File: src/rtl/ebpc_pkg.sv
// ebpc_pkg - shared widths and enums for the EBPC frame decoder
package ebpc_pkg;
  localparam int DATA_W        = 8;
  localparam int LOG_MAX_WORDS = 4;

  typedef enum logic {EBPC_MODE_DEC, EBPC_MODE_RAW} ebpc_mode_e;

  typedef enum logic [1:0] {ST_IDLE, ST_RUN_EBPC, ST_RUN_RAW, ST_DONE} frame_state_e;
endpackage

File: src/rtl/bpc_decoder.sv
// bpc_decoder - word-level BPC decoder: one compressed word yields one non-zero data word
module bpc_decoder #(
  parameter int DATA_W = 8
) (
  input  logic              clk_i,
  input  logic              rst_ni,
  input  logic              clr_i,
  input  logic [DATA_W-1:0] bpc_i,
  input  logic              bpc_vld_i,
  output logic              bpc_rdy_o,
  output logic [DATA_W-1:0] data_o,
  output logic              vld_o,
  input  logic              rdy_i
);
  logic              full;
  logic [DATA_W-1:0] word;

  assign bpc_rdy_o = ~full | rdy_i;
  assign vld_o     = full;
  assign data_o    = word;

  always_ff @(posedge clk_i) begin
    if (!rst_ni || clr_i) begin
      full <= 1'b0;
      word <= '0;
    end else if (bpc_vld_i && bpc_rdy_o) begin
      full <= 1'b1;
      word <= bpc_i;
    end else if (rdy_i) begin
      full <= 1'b0;
    end
  end
endmodule

File: src/rtl/ebpc_out_reg.sv
// ebpc_out_reg - single-stage vld/rdy output register carrying data and last
module ebpc_out_reg #(
  parameter int W = 8
) (
  input  logic         clk,
  input  logic         rst,
  input  logic         clr,
  input  logic [W-1:0] in_data,
  input  logic         in_last,
  input  logic         in_vld,
  output logic         in_rdy,
  output logic [W-1:0] data,
  output logic         last,
  output logic         vld,
  input  logic         rdy
);
  assign in_rdy = ~vld | rdy;

  always_ff @(posedge clk) begin
    if (rst) begin
      vld  <= 1'b0;
      last <= 1'b0;
      data <= '0;
    end else if (clr) begin
      vld  <= 1'b0;
      last <= 1'b0;
    end else if (in_rdy) begin
      vld  <= in_vld;
      last <= in_vld & in_last;
      if (in_vld) data <= in_data;
    end
  end
endmodule

File: src/rtl/zrle_decoder.sv
// zrle_decoder - expands ZRLE tokens into a zero/non-zero flag stream
// Token: MSB=1 is one non-zero symbol; MSB=0 is a run of (low bits + 1) zeros.
module zrle_decoder #(
  parameter int DATA_W = 8
) (
  input  logic              clk_i,
  input  logic              rst_ni,
  input  logic              flush_i,
  input  logic [DATA_W-1:0] znz_i,
  input  logic              znz_vld_i,
  output logic              znz_rdy_o,
  output logic              znz_o,
  output logic              vld_o,
  input  logic              rdy_i
);
  logic              busy;
  logic              tok_nz;
  logic [DATA_W-2:0] cnt;
  logic              tok_end;

  assign tok_end   = tok_nz | (cnt == '0);
  // The next token is taken in the same cycle the last symbol leaves, keeping 1 symbol/cycle.
  assign znz_rdy_o = ~busy | (rdy_i & tok_end);
  assign vld_o     = busy;
  assign znz_o     = tok_nz;

  always_ff @(posedge clk_i) begin
    if (!rst_ni || flush_i) begin
      busy   <= 1'b0;
      tok_nz <= 1'b0;
      cnt    <= '0;
    end else if (znz_vld_i && znz_rdy_o) begin
      busy   <= 1'b1;
      tok_nz <= znz_i[DATA_W-1];
      cnt    <= znz_i[DATA_W-2:0];
    end else if (busy && rdy_i) begin
      if (tok_end) busy <= 1'b0;
      else         cnt  <= cnt - 1'b1;
    end
  end
endmodule

File: src/rtl/ebpc_frame_decoder.sv
// ebpc_frame_decoder - per-frame EBPC decode / raw bypass front end with abort and done status
module ebpc_frame_decoder #(
  parameter int DATA_W        = ebpc_pkg::DATA_W,
  parameter int LOG_MAX_WORDS = ebpc_pkg::LOG_MAX_WORDS
) (
  input  logic                     clk_i,
  input  logic                     rst_i,
  input  logic [DATA_W-1:0]        bpc_i,
  input  logic                     bpc_vld_i,
  output logic                     bpc_rdy_o,
  input  logic [DATA_W-1:0]        znz_i,
  input  logic                     znz_vld_i,
  output logic                     znz_rdy_o,
  input  logic [LOG_MAX_WORDS-1:0] num_words_i,
  input  logic                     mode_i,
  input  logic                     num_words_vld_i,
  output logic                     num_words_rdy_o,
  input  logic                     abort_i,
  output logic [DATA_W-1:0]        data_o,
  output logic                     last_o,
  output logic                     vld_o,
  input  logic                     rdy_i,
  output logic                     done_o,
  output logic [LOG_MAX_WORDS:0]   done_cnt_o,
  output logic                     done_aborted_o
);
  import ebpc_pkg::*;

  if (DATA_W != ebpc_pkg::DATA_W) begin : g_width_check
    $error("ebpc_frame_decoder: DATA_W must equal ebpc_pkg::DATA_W");
  end

  localparam logic [LOG_MAX_WORDS:0] MAX_CNT = {1'b1, {LOG_MAX_WORDS{1'b0}}};

  frame_state_e             state;
  logic [LOG_MAX_WORDS-1:0] rem;
  logic [LOG_MAX_WORDS:0]   emitted, emitted_inc, done_cnt_q;
  logic                     done_q, done_aborted_q;
  logic                     run_ebpc, run_raw, flush, adv, can_push, push, abort_take, last_word;
  logic [DATA_W-1:0]        push_data, b_data;
  logic                     z_in_rdy, z_nz, z_vld, b_in_rdy, b_vld;

  assign run_ebpc    = (state == ST_RUN_EBPC);
  assign run_raw     = (state == ST_RUN_RAW);
  assign flush       = rst_i | (state == ST_DONE);
  assign last_word   = (rem == '0);
  assign emitted_inc = (emitted == MAX_CNT) ? emitted : emitted + 1'b1;

  always_comb begin
    can_push  = 1'b0;
    push_data = '0;
    if (run_raw) begin
      can_push  = bpc_vld_i & adv;
      push_data = bpc_i;
    end else if (run_ebpc) begin
      can_push  = z_vld & (~z_nz | b_vld) & adv;
      push_data = z_nz ? b_data : '0;
    end
  end

  // A final push beats a simultaneous abort so the frame still closes with last_o.
  assign push       = can_push & (~abort_i | last_word);
  assign abort_take = abort_i & (run_ebpc | run_raw) & ~push;

  assign num_words_rdy_o = ~rst_i & (state == ST_IDLE);
  assign znz_rdy_o       = ~rst_i & run_ebpc & z_in_rdy;
  assign bpc_rdy_o       = ~rst_i & (run_ebpc ? b_in_rdy : (run_raw & adv));
  assign done_o          = done_q;
  assign done_cnt_o      = done_cnt_q;
  assign done_aborted_o  = done_aborted_q;

  zrle_decoder #(.DATA_W(DATA_W)) u_zrle (
    .clk_i     (clk_i),
    .rst_ni    (~rst_i),
    .flush_i   (flush),
    .znz_i     (znz_i),
    .znz_vld_i (znz_vld_i & run_ebpc),
    .znz_rdy_o (z_in_rdy),
    .znz_o     (z_nz),
    .vld_o     (z_vld),
    .rdy_i     (push & run_ebpc)
  );

  bpc_decoder #(.DATA_W(DATA_W)) u_bpc (
    .clk_i     (clk_i),
    .rst_ni    (~rst_i),
    .clr_i     (flush),
    .bpc_i     (bpc_i),
    .bpc_vld_i (bpc_vld_i & run_ebpc),
    .bpc_rdy_o (b_in_rdy),
    .data_o    (b_data),
    .vld_o     (b_vld),
    .rdy_i     (push & run_ebpc & z_nz)
  );

  ebpc_out_reg #(.W(DATA_W)) u_out (
    .clk     (clk_i),
    .rst     (rst_i),
    .clr     (abort_take),
    .in_data (push_data),
    .in_last (last_word),
    .in_vld  (push),
    .in_rdy  (adv),
    .data    (data_o),
    .last    (last_o),
    .vld     (vld_o),
    .rdy     (rdy_i)
  );

  always_ff @(posedge clk_i) begin
    if (rst_i) begin
      state          <= ST_IDLE;
      rem            <= '0;
      emitted        <= '0;
      done_q         <= 1'b0;
      done_cnt_q     <= '0;
      done_aborted_q <= 1'b0;
    end else begin
      done_q <= 1'b0;
      case (state)
        ST_IDLE: begin
          if (num_words_vld_i) begin
            rem     <= num_words_i;
            emitted <= '0;
            state   <= (ebpc_mode_e'(mode_i) == EBPC_MODE_RAW) ? ST_RUN_RAW : ST_RUN_EBPC;
          end
        end
        ST_RUN_EBPC, ST_RUN_RAW: begin
          if (push) begin
            emitted <= emitted_inc;
            if (last_word) begin
              state          <= ST_DONE;
              done_q         <= 1'b1;
              done_cnt_q     <= emitted_inc;
              done_aborted_q <= 1'b0;
            end else begin
              rem <= rem - 1'b1;
            end
          end else if (abort_take) begin
            state          <= ST_DONE;
            done_q         <= 1'b1;
            done_cnt_q     <= emitted;
            done_aborted_q <= 1'b1;
          end
        end
        ST_DONE: state <= ST_IDLE;
        default: state <= ST_IDLE;
      endcase
    end
  end
endmodule
File: config.mk
export PLATFORM = sky130hd
export DESIGN_NAME = ebpc_frame_decoder
export DESIGN_NICKNAME = d
export VERILOG_FILES = /design/src/rtl/ebpc_pkg.sv /design/src/rtl/bpc_decoder.sv /design/src/rtl/ebpc_out_reg.sv /design/src/rtl/zrle_decoder.sv /design/src/rtl/ebpc_frame_decoder.sv
export SDC_FILE = /design/constraint.sdc
export NUM_CORES = 1
export LEC_CHECK = 0
export CORE_UTILIZATION = 57
export CTS_BUF_LIST = sky130_fd_sc_hd__clkbuf_16
export DETAILED_ROUTE_END_ITERATION = 7
export DONT_BUFFER_PORTS = 1
export GPL_TIMING_DRIVEN = 0
export PLACE_DENSITY = 0.86
export REMOVE_ABC_BUFFERS = 1
export SLEW_MARGIN = 20
export SYNTH_ARGS = -nofsm -noshare
export SYNTH_HDL_FRONTEND = slang
export SYNTH_SLANG_ARGS = --single-unit
File: constraint.sdc
create_clock -name clk_i -period 2.1 [get_ports clk_i]
set_input_delay 0.21 -clock clk_i [delete_from_list [all_inputs] [get_ports clk_i]]
set_output_delay 0.21 -clock clk_i [all_outputs]
set_load 0.1 [all_outputs]
==> flow_metrics.env, run 1 <==
export IMPL_ant_nets=0
export IMPL_cp_slowest_cell="and3_4"
export IMPL_arrival_ns=2.17
export IMPL_start_util_pct=61.3
export IMPL_synthCells=309
export IMPL_critical_path_endpoint_type="output pin"
export IMPL_drt_wl_total_um=8190
export IMPL_ys_ff_latch=46
export IMPL_worstHoldStart="rst_i"
export IMPL_synthArstFlopShare_pct=0
export IMPL_synth_edf_count=0
export IMPL_violations="negative hold slack, negative setup slack"
export IMPL_synth_area_top_cells="dfxtp_1 36%, nor2_1 5.5%, a21oi_1 4.8%"
export IMPL_hold_path_depth=1
export IMPL_fillers=224
export IMPL_max_cap_violations=0
export IMPL_worstPathMaxFanout=2
export IMPL_yosys_area_top_type="dfxtp_1"
export IMPL_finalHoldViolations=1
export IMPL_clock_fmax_mhz=421
export IMPL_dr_total_vias=2604
export IMPL_reg2reg_depth=9
export IMPL_avgSynthCellArea_um2=8.17
export IMPL_syn_cell_area_um2=2520
export IMPL_rrSetupSlack_ns=-0.24
export IMPL_ys_flop_type="dfxtp_1"
export IMPL_fp_row_count=23
export IMPL_yosys_area_top_type_share_pct=36.5
export IMPL_first_global_vias=2256
export IMPL_max_slew_margin_pct=33.5
export IMPL_dp_cells=343
export IMPL_cts_buffers=5
export IMPL_path_clk_slew_ns=0.07
export IMPL_reg2reg_from="rem[1]"
export IMPL_cts_buffer_depth=2
export IMPL_via_per_inst=6.68
export IMPL_ir_worst_vdd_uv=1110
export IMPL_drc_errors=0
export IMPL_io_buffer_count=0
export IMPL_cp_top_family="simple AND/OR/NAND/NOR gates"
export IMPL_grt_overflow_total=0
export IMPL_route_detailed_wl_per_inst_um=21.0
export IMPL_required_ns=1.89
export IMPL_gp_congestion=0.862
export IMPL_cts_tree="yes"
export IMPL_antenna_found_initial=1
export IMPL_cpPeakStageDelay_ns=0.42
export IMPL_grt_pass1_wl_um=10800
export IMPL_slew_violations=0
export IMPL_pin_count=48
export IMPL_root_buffer="clkbuf_16"
export IMPL_timing_final_ws_setup_ns=-0.275
export IMPL_min_to="rem[1]"
export IMPL_crit_type="flip-flop to output pin"
export IMPL_dr_pass1_iters=8
export IMPL_post_dp_cell_area_um2=2540
export IMPL_status="finished with violations"
export IMPL_clock_skew_ns=0.00790
export IMPL_worst_slew_pin_transition_ns=0.996
export IMPL_synth_cell_types=52
export IMPL_p_leak_nw=1.16
export IMPL_area_growth_syn_to_layout_pct=32.2
export IMPL_dpl_hpwl_um=3940
export IMPL_drive_above_1_share_pct=31.6
export IMPL_design_die_area_um2=4700
export IMPL_final_cells=390
export IMPL_ys_seq_area_share_pct=36.5
export IMPL_die_w_um=68.5
export IMPL_critPathMostFrequentCell="and3_4"
export IMPL_die_h_um=68.5
export IMPL_finalCriticalPeriod_ns=2.38
export IMPL_core_area_um2=4120
export IMPL_worstHoldPathType="primary input to flip-flop"
export IMPL_setup_tns_ns=-1.29
export IMPL_r2r_end="u_zrle.cnt[3]"
export IMPL_yosysWarnings=0
export IMPL_fin_nets=374
export IMPL_setup_viol=9
export IMPL_holdWs_ns=-0.00322
export IMPL_rsz0062_at_grt="yes"
export IMPL_powerDensity_nw_per_um2=1810
export IMPL_crit_buf_inv=2
export IMPL_grt_use_total_pct=31.6
export IMPL_startpoint_type="flip-flop"
export IMPL_grt_max_degree=24
export IMPL_post_route_period_util_pct=113
export IMPL_drt_iter0_drc=294
export IMPL_path_cells="inv_2 > ha_4 > or3b_4 > buf_6 > and3_4 > a211oi_4 > and3_4"
export IMPL_final_cell_area_um2=3340
export IMPL_clock_sinks=46
export IMPL_clk_latency_ns=0.30
export IMPL_cts_htree_levels=2
[Yosys cell counts (all sizes together) (8+ instances only)]
cell type  instances
a211oi            14
a21oi             24
clkbuf            11
dfxtp             46
ha                 8
inv               15
mux2i             12
nand2             24
nand3              9
nor2              37
nor3              12
nor3b             10
o21ai             15
[final cells by class]
class | count | area, um2 | share of cell area, %
Antenna cell | 1 | 2.50 | 0.0750
Clock buffer | 5 | 125 | 3.75
Clock inverter | 3 | 21.3 | 0.638
Inverter | 15 | 61.3 | 1.84
Multi-Input combinational cell | 232 | 1780 | 53.4
Sequential cell | 46 | 936 | 28.1
Tap cell | 50 | 62.6 | 1.88
Timing Repair Buffer | 38 | 347 | 10.4
[report_power, final]
group | internal, mW | switching [mW]
Clock | 0.441 | 0.360
Combinational | 1.32 | 1.78
Sequential | 1.12 | 1.00
[worst max-delay path by stage]
stage	to	slack, ns	from	cells after the start
3_5_place_dp	bpc_rdy_o	-1.64	state[0]	8
2_1_floorplan	bpc_rdy_o	-2.45	u_out.vld	6
5_1_grt	u_zrle.cnt[3]	-0.31	rem[1]	9
6_report	znz_rdy_o	-0.28	rem[1]	7
4_1_cts	bpc_rdy_o	-0.52	u_out.vld	6
3_3_place_gp	bpc_rdy_o	-2.94	u_out.vld	6
[state kept, by name (all words and copies together), names as in the netlist]
| name | cells |
|---|---|
| done_aborted_o | 1 |
| done_cnt_o | 5 |
| done_o | 1 |
| emitted | 5 |
| rem | 4 |
| state | 2 |
| u_bpc.data_o | 8 |
| u_bpc.vld_o | 1 |
| u_out.data | 8 |
| u_out.last | 1 |
| u_out.vld | 1 |
| u_zrle.cnt | 7 |
| u_zrle.vld_o | 1 |
| u_zrle.znz_o | 1 |
[stage by stage]
step / utilization, % / worst slack (ns) / power (mW)
floorplan: - / -2.45 / 3.60
CTS: 73.4 / -0.521 / 5.28
detailed placement: 61.8 / -1.64 / 4.00
global placement: 61.3 / -2.94 / 3.92
finish: 81.1 / -0.275 / 6.03
global route: 81.1 / -0.314 / 6.27
[layout by cell type, fill, tap and decap left out, types with 3 or more instances in the layout]
cell	synthesis	routed
ha_4	0	4
inv_2	1	4
ha_1	8	4
dfxtp_1	46	40
nor2_1	37	35
o211ai_1	3	3
a311oi_1	5	3
nand2_2	0	4
a21oi_1	24	21
nor3_1	10	10
clkbuf_16	0	6
and2_1	4	3
o21ai_0	12	9
inv_1	14	9
dfxtp_2	0	3
a211oi_1	13	11
nor3b_1	10	10
o21ai_1	2	3
nand2b_1	5	4
buf_6	0	11
buf_4	0	25
nand4_1	6	6
dfxtp_4	0	3
mux2i_1	12	12
nand3_1	9	9
nand2_1	24	18
[per-layer routing]
metal	up-vias	track usage, %	part of all wire (%)
met4	0	13.5	4.6
li1	1189	-	-
met1	1201	35.7	36
met5	-	0	0
met3	49	10.4	9.8
met2	165	54.0	50
[timing repair]
item	4_1_cts	5_1_grt
gates resized for setup	50	38
hold buffers	1	0
pin swaps	18	20
setup endpoints to repair	47	35
endpoints found under the hold margin	23	0
buffers inserted	19	18
[cells by family after synthesis]
| group | synth area share, % |
|---|---|
| buffers and inverters | 4.71 |
| flip-flops | 36.5 |
| AND/OR/NAND/NOR | 26.6 |
| AO/OA/AOI/OAI | 22.8 |
| XOR/XNOR | 0.694 |
| adder cells (fa/ha/maj) | 3.97 |
| multiplexers | 4.76 |
[worst reg2reg max path: cells and delay by family, from the launching register on]
kind                       cells  cell delay, ns
buffers and inverters          2            0.21
DFF                            1            0.32
and+or+nand+nor                4            1.32
AOI/OAI and AO/OA              2            0.27
adders and majority gates      1            0.14
Note: power is estimated with default switching activity, not from simulation.
==> run 2: changes to the inputs <==
--- a/config.mk
+++ b/config.mk
@@ -5,6 +5,7 @@
 export SDC_FILE = /design/constraint.sdc
 export NUM_CORES = 1
 export LEC_CHECK = 0
+export CORE_ASPECT_RATIO = 2
 export CORE_UTILIZATION = 57
 export CTS_BUF_LIST = sky130_fd_sc_hd__clkbuf_16
 export DETAILED_ROUTE_END_ITERATION = 7
==> flow_metrics.env, run 2 (synthesis results as in run 1) <==
export IMPL_status="finished with violations"
export IMPL_violations="negative hold slack, negative setup slack"
export IMPL_cts_tree="yes"
export IMPL_crit_type="flip-flop to output pin"
export IMPL_final_common_cell="dfxtp_1"
export IMPL_cts_buffer_depth=2
export IMPL_rsz0062_at_grt="yes"
export IMPL_powerDensity_nw_per_um2=1820
export IMPL_clk_latency_ns=0.29
export IMPL_reg2reg_from="rem[0]"
export IMPL_start_util_pct=60.5
export IMPL_final_cells=391
export IMPL_area_growth_syn_to_layout_pct=30.9
export IMPL_min_to="u_out.data[6]"
export IMPL_core_area_um2=4170
export IMPL_drt_iter0_drc=133
export IMPL_clock_skew_ns=0.00469
export IMPL_slew_violations=0
export IMPL_worst_slew_pin_transition_ns=1.20
export IMPL_cts_buffers=5
export IMPL_drc_errors=0
export IMPL_drive_above_1_share_pct=29.2
export IMPL_busiest_layer="met2"
export IMPL_layout_common_cells="40 x dfxtp_1, 35 x nor2_1, 27 x buf_4"
export IMPL_root_buffer="clkbuf_16"
export IMPL_route_detailed_wl_per_inst_um=20.8
export IMPL_first_global_vias=2647
export IMPL_r2r_end="u_zrle.cnt[3]"
export IMPL_finalHoldViolations=1
export IMPL_die_w_um=49.1
export IMPL_grt_overflow_total=0
export IMPL_rrSetupSlack_ns=-0.26
export IMPL_io_buffer_count=0
export IMPL_worstPathMaxFanout=4
export IMPL_max_slew_margin_pct=20.2
export IMPL_cts_htree_levels=2
export IMPL_cpPeakStageDelay_ns=0.95
export IMPL_path_cells="inv_4 > ha_4 > inv_2 > and4_4 > a22oi_2 > a21oi_4 > nand2_2 > a311oi_4"
export IMPL_dr_total_vias=2644
export IMPL_grt_max_degree=19
export IMPL_holdWs_ns=-0.00518
export IMPL_pin_count=48
export IMPL_cp_slowest_cell="a311oi_4"
export IMPL_ir_worst_vdd_uv=1320
export IMPL_required_ns=1.89
export IMPL_startpoint_type="flip-flop"
export IMPL_grt_use_total_pct=34.0
export IMPL_arrival_ns=2.47
export IMPL_setup_viol=26
export IMPL_finalCriticalPeriod_ns=2.68
export IMPL_timing_final_ws_setup_ns=-0.579
export IMPL_ant_nets=0
export IMPL_path_clk_slew_ns=0.07
export IMPL_grt_pass1_wl_um=12100
export IMPL_clock_fmax_mhz=373
export IMPL_clock_sinks=46
export IMPL_setup_tns_ns=-3.58
export IMPL_max_cap_violations=0
export IMPL_die_h_um=96.1
export IMPL_p_leak_nw=1.16
export IMPL_worstHoldPathType="primary input to flip-flop"
export IMPL_drt_wl_total_um=8120
export IMPL_place_ws_ns=-1.74
export IMPL_power_total_mw=6.01
export IMPL_antenna_found_initial=0
export IMPL_critical_path_endpoint_type="output pin"
export IMPL_dr_pass1_iters=5
export IMPL_post_route_period_util_pct=128
export IMPL_post_dp_cell_area_um2=2550
export IMPL_design_die_area_um2=4710
export IMPL_hold_buffers=2
export IMPL_via_per_inst=6.76
export IMPL_use_met3_pct=7.11
export IMPL_fillers=251
export IMPL_fin_nets=374
export IMPL_fp_row_count=33
export IMPL_use_met2_pct=62.8
export IMPL_gp_congestion=0.886
export IMPL_met1_usage_pct=32.4
export IMPL_dp_cells=345
export IMPL_worstHoldStart="rst_i"
export IMPL_hold_path_depth=1
export IMPL_dpl_hpwl_um=4240
export IMPL_final_cell_area_um2=3300
export IMPL_reg2reg_depth=12
export IMPL_diodes=0
## run 2: cell count changes in the layout (fill, tap and decap cells not counted), moves of 2 or more
cell,previous run,this run
buf_4,25,27
buf_6,11,8
nand2_2,4,2
o31ai_1,2,4
o31ai_2,2,0
or4_1,1,3
or4_4,2,0
## run 2: metal layers
layer / part of all wire [%] / vias up
li1: - / 1185
met1: 35 / 1265
met2: 53 / 151
met3: 7.1 / 43
met4: 5.1 / 0
met5: 0 / -
## run 2: critical path: cells and delay by family, from the launching register on
family / cells / cell delay [ns]
buf+inv: 2 / 0.11
simple gates: 2 / 0.30
flops: 1 / 0.38
fa+ha+maj: 1 / 0.17
compound gates: 3 / 1.21
## run 2: how the worst max path moves through the flow
stage	cells past startpoint	endpoint	startpoint	slack, ns
after floorplan	6	bpc_rdy_o	u_out.vld	-2.45
after global placement	7	bpc_rdy_o	state[0]	-2.94
after detailed placement	8	bpc_rdy_o	state[0]	-1.74
after CTS	8	bpc_rdy_o	state[0]	-0.51
after global routing	8	bpc_rdy_o	state[0]	-0.61
final	8	bpc_rdy_o	state[0]	-0.58
## run 2: metrics by stage
step	utilization (%)	hold WS [ns]
after detailed placement	61.1	0.286
after CTS	75.1	0.00182
after global placement	60.6	0.284
after floorplan	-	0.279
after global routing	79.2	-0.00672
final	79.2	-0.00518
## run 2: report_power, final
group	switching [mW]	total, mW	internal [mW]	leakage [nW]
Sequential	1.01	2.12	1.12	0.377
Combinational	1.73	2.97	1.23	0.700
Clock	0.358	0.922	0.564	0.0842
## run 2: cell type report
class | instances | area [um2] | area share [%]
sequential | 46 | 933 | 28.3
clock buffer | 5 | 125 | 3.79
tap | 52 | 65.1 | 1.97
timing repair buffer | 38 | 333 | 10.1
clock inverter | 3 | 43.8 | 1.33
inverter | 15 | 58.8 | 1.78
multi-input combinational | 232 | 1740 | 52.8
## run 2: what timing repair did
item,in CTS,in global routing
setup buffers,27,12
pin swaps,23,10
endpoints found under the setup margin,47,35
hold endpoints to repair,18,1
gates resized for setup,50,25
==> run 3: changes to the inputs <==
==> constraint.sdc (replaced) <==
create_clock -name clk_i -period 2.1 [get_ports clk_i]
set_input_delay 0.21 -clock clk_i [delete_from_list [all_inputs] [get_ports clk_i]]
set_output_delay 0.21 -clock clk_i [all_outputs]
set_load 0.05 [all_outputs]
==> flow_metrics.env, run 3 (synthesis results as in run 1) <==
export IMPL_startpoint_type="flip-flop"
export IMPL_fin_nets=380
export IMPL_start_util_pct=60.5
export IMPL_slew_violations=0
export IMPL_grt_overflow_total=0
export IMPL_cp_slowest_cell="a311oi_4"
export IMPL_cts_htree_levels=2
export IMPL_design_die_area_um2=4710
export IMPL_clock_sinks=46
export IMPL_dpl_hpwl_um=4250
export IMPL_io_buffer_count=0
export IMPL_drt_iter0_drc=141
export IMPL_holdWs_ns=0.00964
export IMPL_cts_tree="yes"
export IMPL_grt_use_total_pct=32.1
export IMPL_rrSetupSlack_ns=-0.11
export IMPL_diodes=0
export IMPL_r2r_end="u_zrle.cnt[3]"
export IMPL_die_w_um=49.1
export IMPL_multi_input_area_um2=1710
export IMPL_place_ws_ns=-1.51
export IMPL_path_clk_slew_ns=0.07
export IMPL_cp_startpoint="state[0]"
export IMPL_required_ns=1.89
export IMPL_drive_above_1_share_pct=29.3
export IMPL_die_h_um=96.1
export IMPL_final_cells=397
export IMPL_powerDensity_nw_per_um2=1680
export IMPL_worstPathMaxFanout=4
export IMPL_crit_buf_inv=2
export IMPL_pin_count=48
export IMPL_path_cells="inv_4 > ha_4 > inv_4 > and4_4 > a22oi_2 > a21oi_4 > nand2_2 > a311oi_4"
export IMPL_route_detailed_wl_per_inst_um=20.9
export IMPL_regArea_um2=933
export IMPL_ir_worst_vdd_uv=1390
export IMPL_clk_latency_ns=0.29
export IMPL_power_total_mw=5.48
export IMPL_first_global_vias=2573
export IMPL_crit_type="flip-flop to output pin"
export IMPL_switchingPower_mw=2.65
export IMPL_critical_path_endpoint_type="output pin"
export IMPL_setup_worst_path_end="bpc_rdy_o"
export IMPL_grt_max_degree=21
export IMPL_seqPwrFrac_pct=31.2
export IMPL_clock_skew_ns=0.00439
export IMPL_p_leak_nw=1.16
export IMPL_arrival_ns=2.18
export IMPL_pwr_share_comb_pct=54.0
export IMPL_cts_buffer_depth=2
export IMPL_drc_errors=0
export IMPL_cp_top_family="compound AO/OA/AOI/OAI gates"
export IMPL_critPathMostFrequentCell="inv_4"
export IMPL_setup_tns_ns=-0.536
export IMPL_dr_pass1_iters=4
export IMPL_grt_pass1_wl_um=11700
export IMPL_max_cap_violations=0
export IMPL_gp_congestion=0.886
export IMPL_fillers=269
export IMPL_fp_row_count=33
export IMPL_drt_wl_total_um=8300
export IMPL_timing_final_ws_setup_ns=-0.290
export IMPL_cpPeakStageDelay_ns=0.63
export IMPL_layout_common_cells="40 x dfxtp_1, 40 x buf_4, 36 x nor2_1"
export IMPL_worst_slew_pin_transition_ns=0.900
export IMPL_clock_fmax_mhz=418
export IMPL_root_buffer="clkbuf_16"
export IMPL_area_growth_syn_to_layout_pct=29.4
export IMPL_cts_buffers=5
export IMPL_setup_viol=6
export IMPL_max_slew_margin_pct=39.8
export IMPL_antenna_found_initial=0
export IMPL_dr_total_vias=2643
export IMPL_clkPwrFrac_pct=14.8
export IMPL_finalCriticalPeriod_ns=2.39
export IMPL_post_route_period_util_pct=114
export IMPL_status="finished with violations"
export IMPL_core_area_um2=4170
export IMPL_violations="negative setup slack"
export IMPL_dp_cells=345
export IMPL_rsz0062_at_grt="yes"
export IMPL_worstHoldPathType="primary input to flip-flop"
export IMPL_p_int_mw=2.82
export IMPL_switching_share_pct=48.4
export IMPL_ant_nets=0
export IMPL_via_per_inst=6.66
export IMPL_finalHoldViolations=0
export IMPL_reg2reg_depth=9
export IMPL_reg2reg_from="rem[1]"
export IMPL_critical_path_depth=8
[run 3: cell count changes in the layout (fill, tap and decap cells not counted), sizes merged]
cell and change:
clkinv -1, dlygate4sd3 +1, bufinv -1, buf +5, clkinvlp +2
[run 3: metal layers]
metal  GRT usage, %  part of all wire, %  vias up
met3           8.06                  6.3       36
met4           22.8                  5.0        0
li1               -                    -     1191
met5              0                    0        -
met2           60.5                   54      149
met1           29.5                   35     1267
[run 3: worst min-delay path by stage]
stage                     startpoint            end  slack, ns  depth (start not counted)
final                          rst_i         rem[1]       0.01                          1
after global routing           rst_i         rem[1]       0.01                          1
after CTS                      rst_i  u_out.data[6]      0.002                          1
after detailed placement       rst_i         rem[2]       0.29                          1
after global placement         rst_i         rem[2]       0.28                          1
after floorplan                rst_i     emitted[1]       0.28                          1
[run 3: power by group through the flow]
stage	clock network [mW]	registers, mW	logic [mW]
2_1_floorplan	0	1.64	1.48
3_3_place_gp	0	1.68	1.79
3_5_place_dp	0	1.68	1.85
4_1_cts	0.806	1.69	2.32
5_1_grt	0.837	1.73	3.11
6_report	0.812	1.71	2.96
[run 3: area by class of cell]
class                           count  area share, %
Sequential cell                    46           28.6
Timing Repair Buffer               44           10.5
Clock inverter                      3          0.728
Inverter                           15           1.95
Tap cell                           52           1.99
Clock buffer                        5           3.83
Multi-Input combinational cell    232           52.5
[run 3: stage by stage]
step / cell area (um2) / utilization (%)
after floorplan: 2460 / -
after global placement: 2530 / 60.6
after detailed placement: 2530 / 60.7
after CTS: 3020 / 72.4
after global routing: 3270 / 78.3
final: 3270 / 78.3
[run 3: repair_timing]
item / 4_1_cts / 5_1_grt
setup endpoints to repair: 46 / 30
gates resized for setup: 39 / 25
pin swaps: 14 / 13
hold endpoints to repair: 20 / 1
hold buffers: 2 / 1
buffers inserted: 22 / 20
gates cloned: 0 / 0
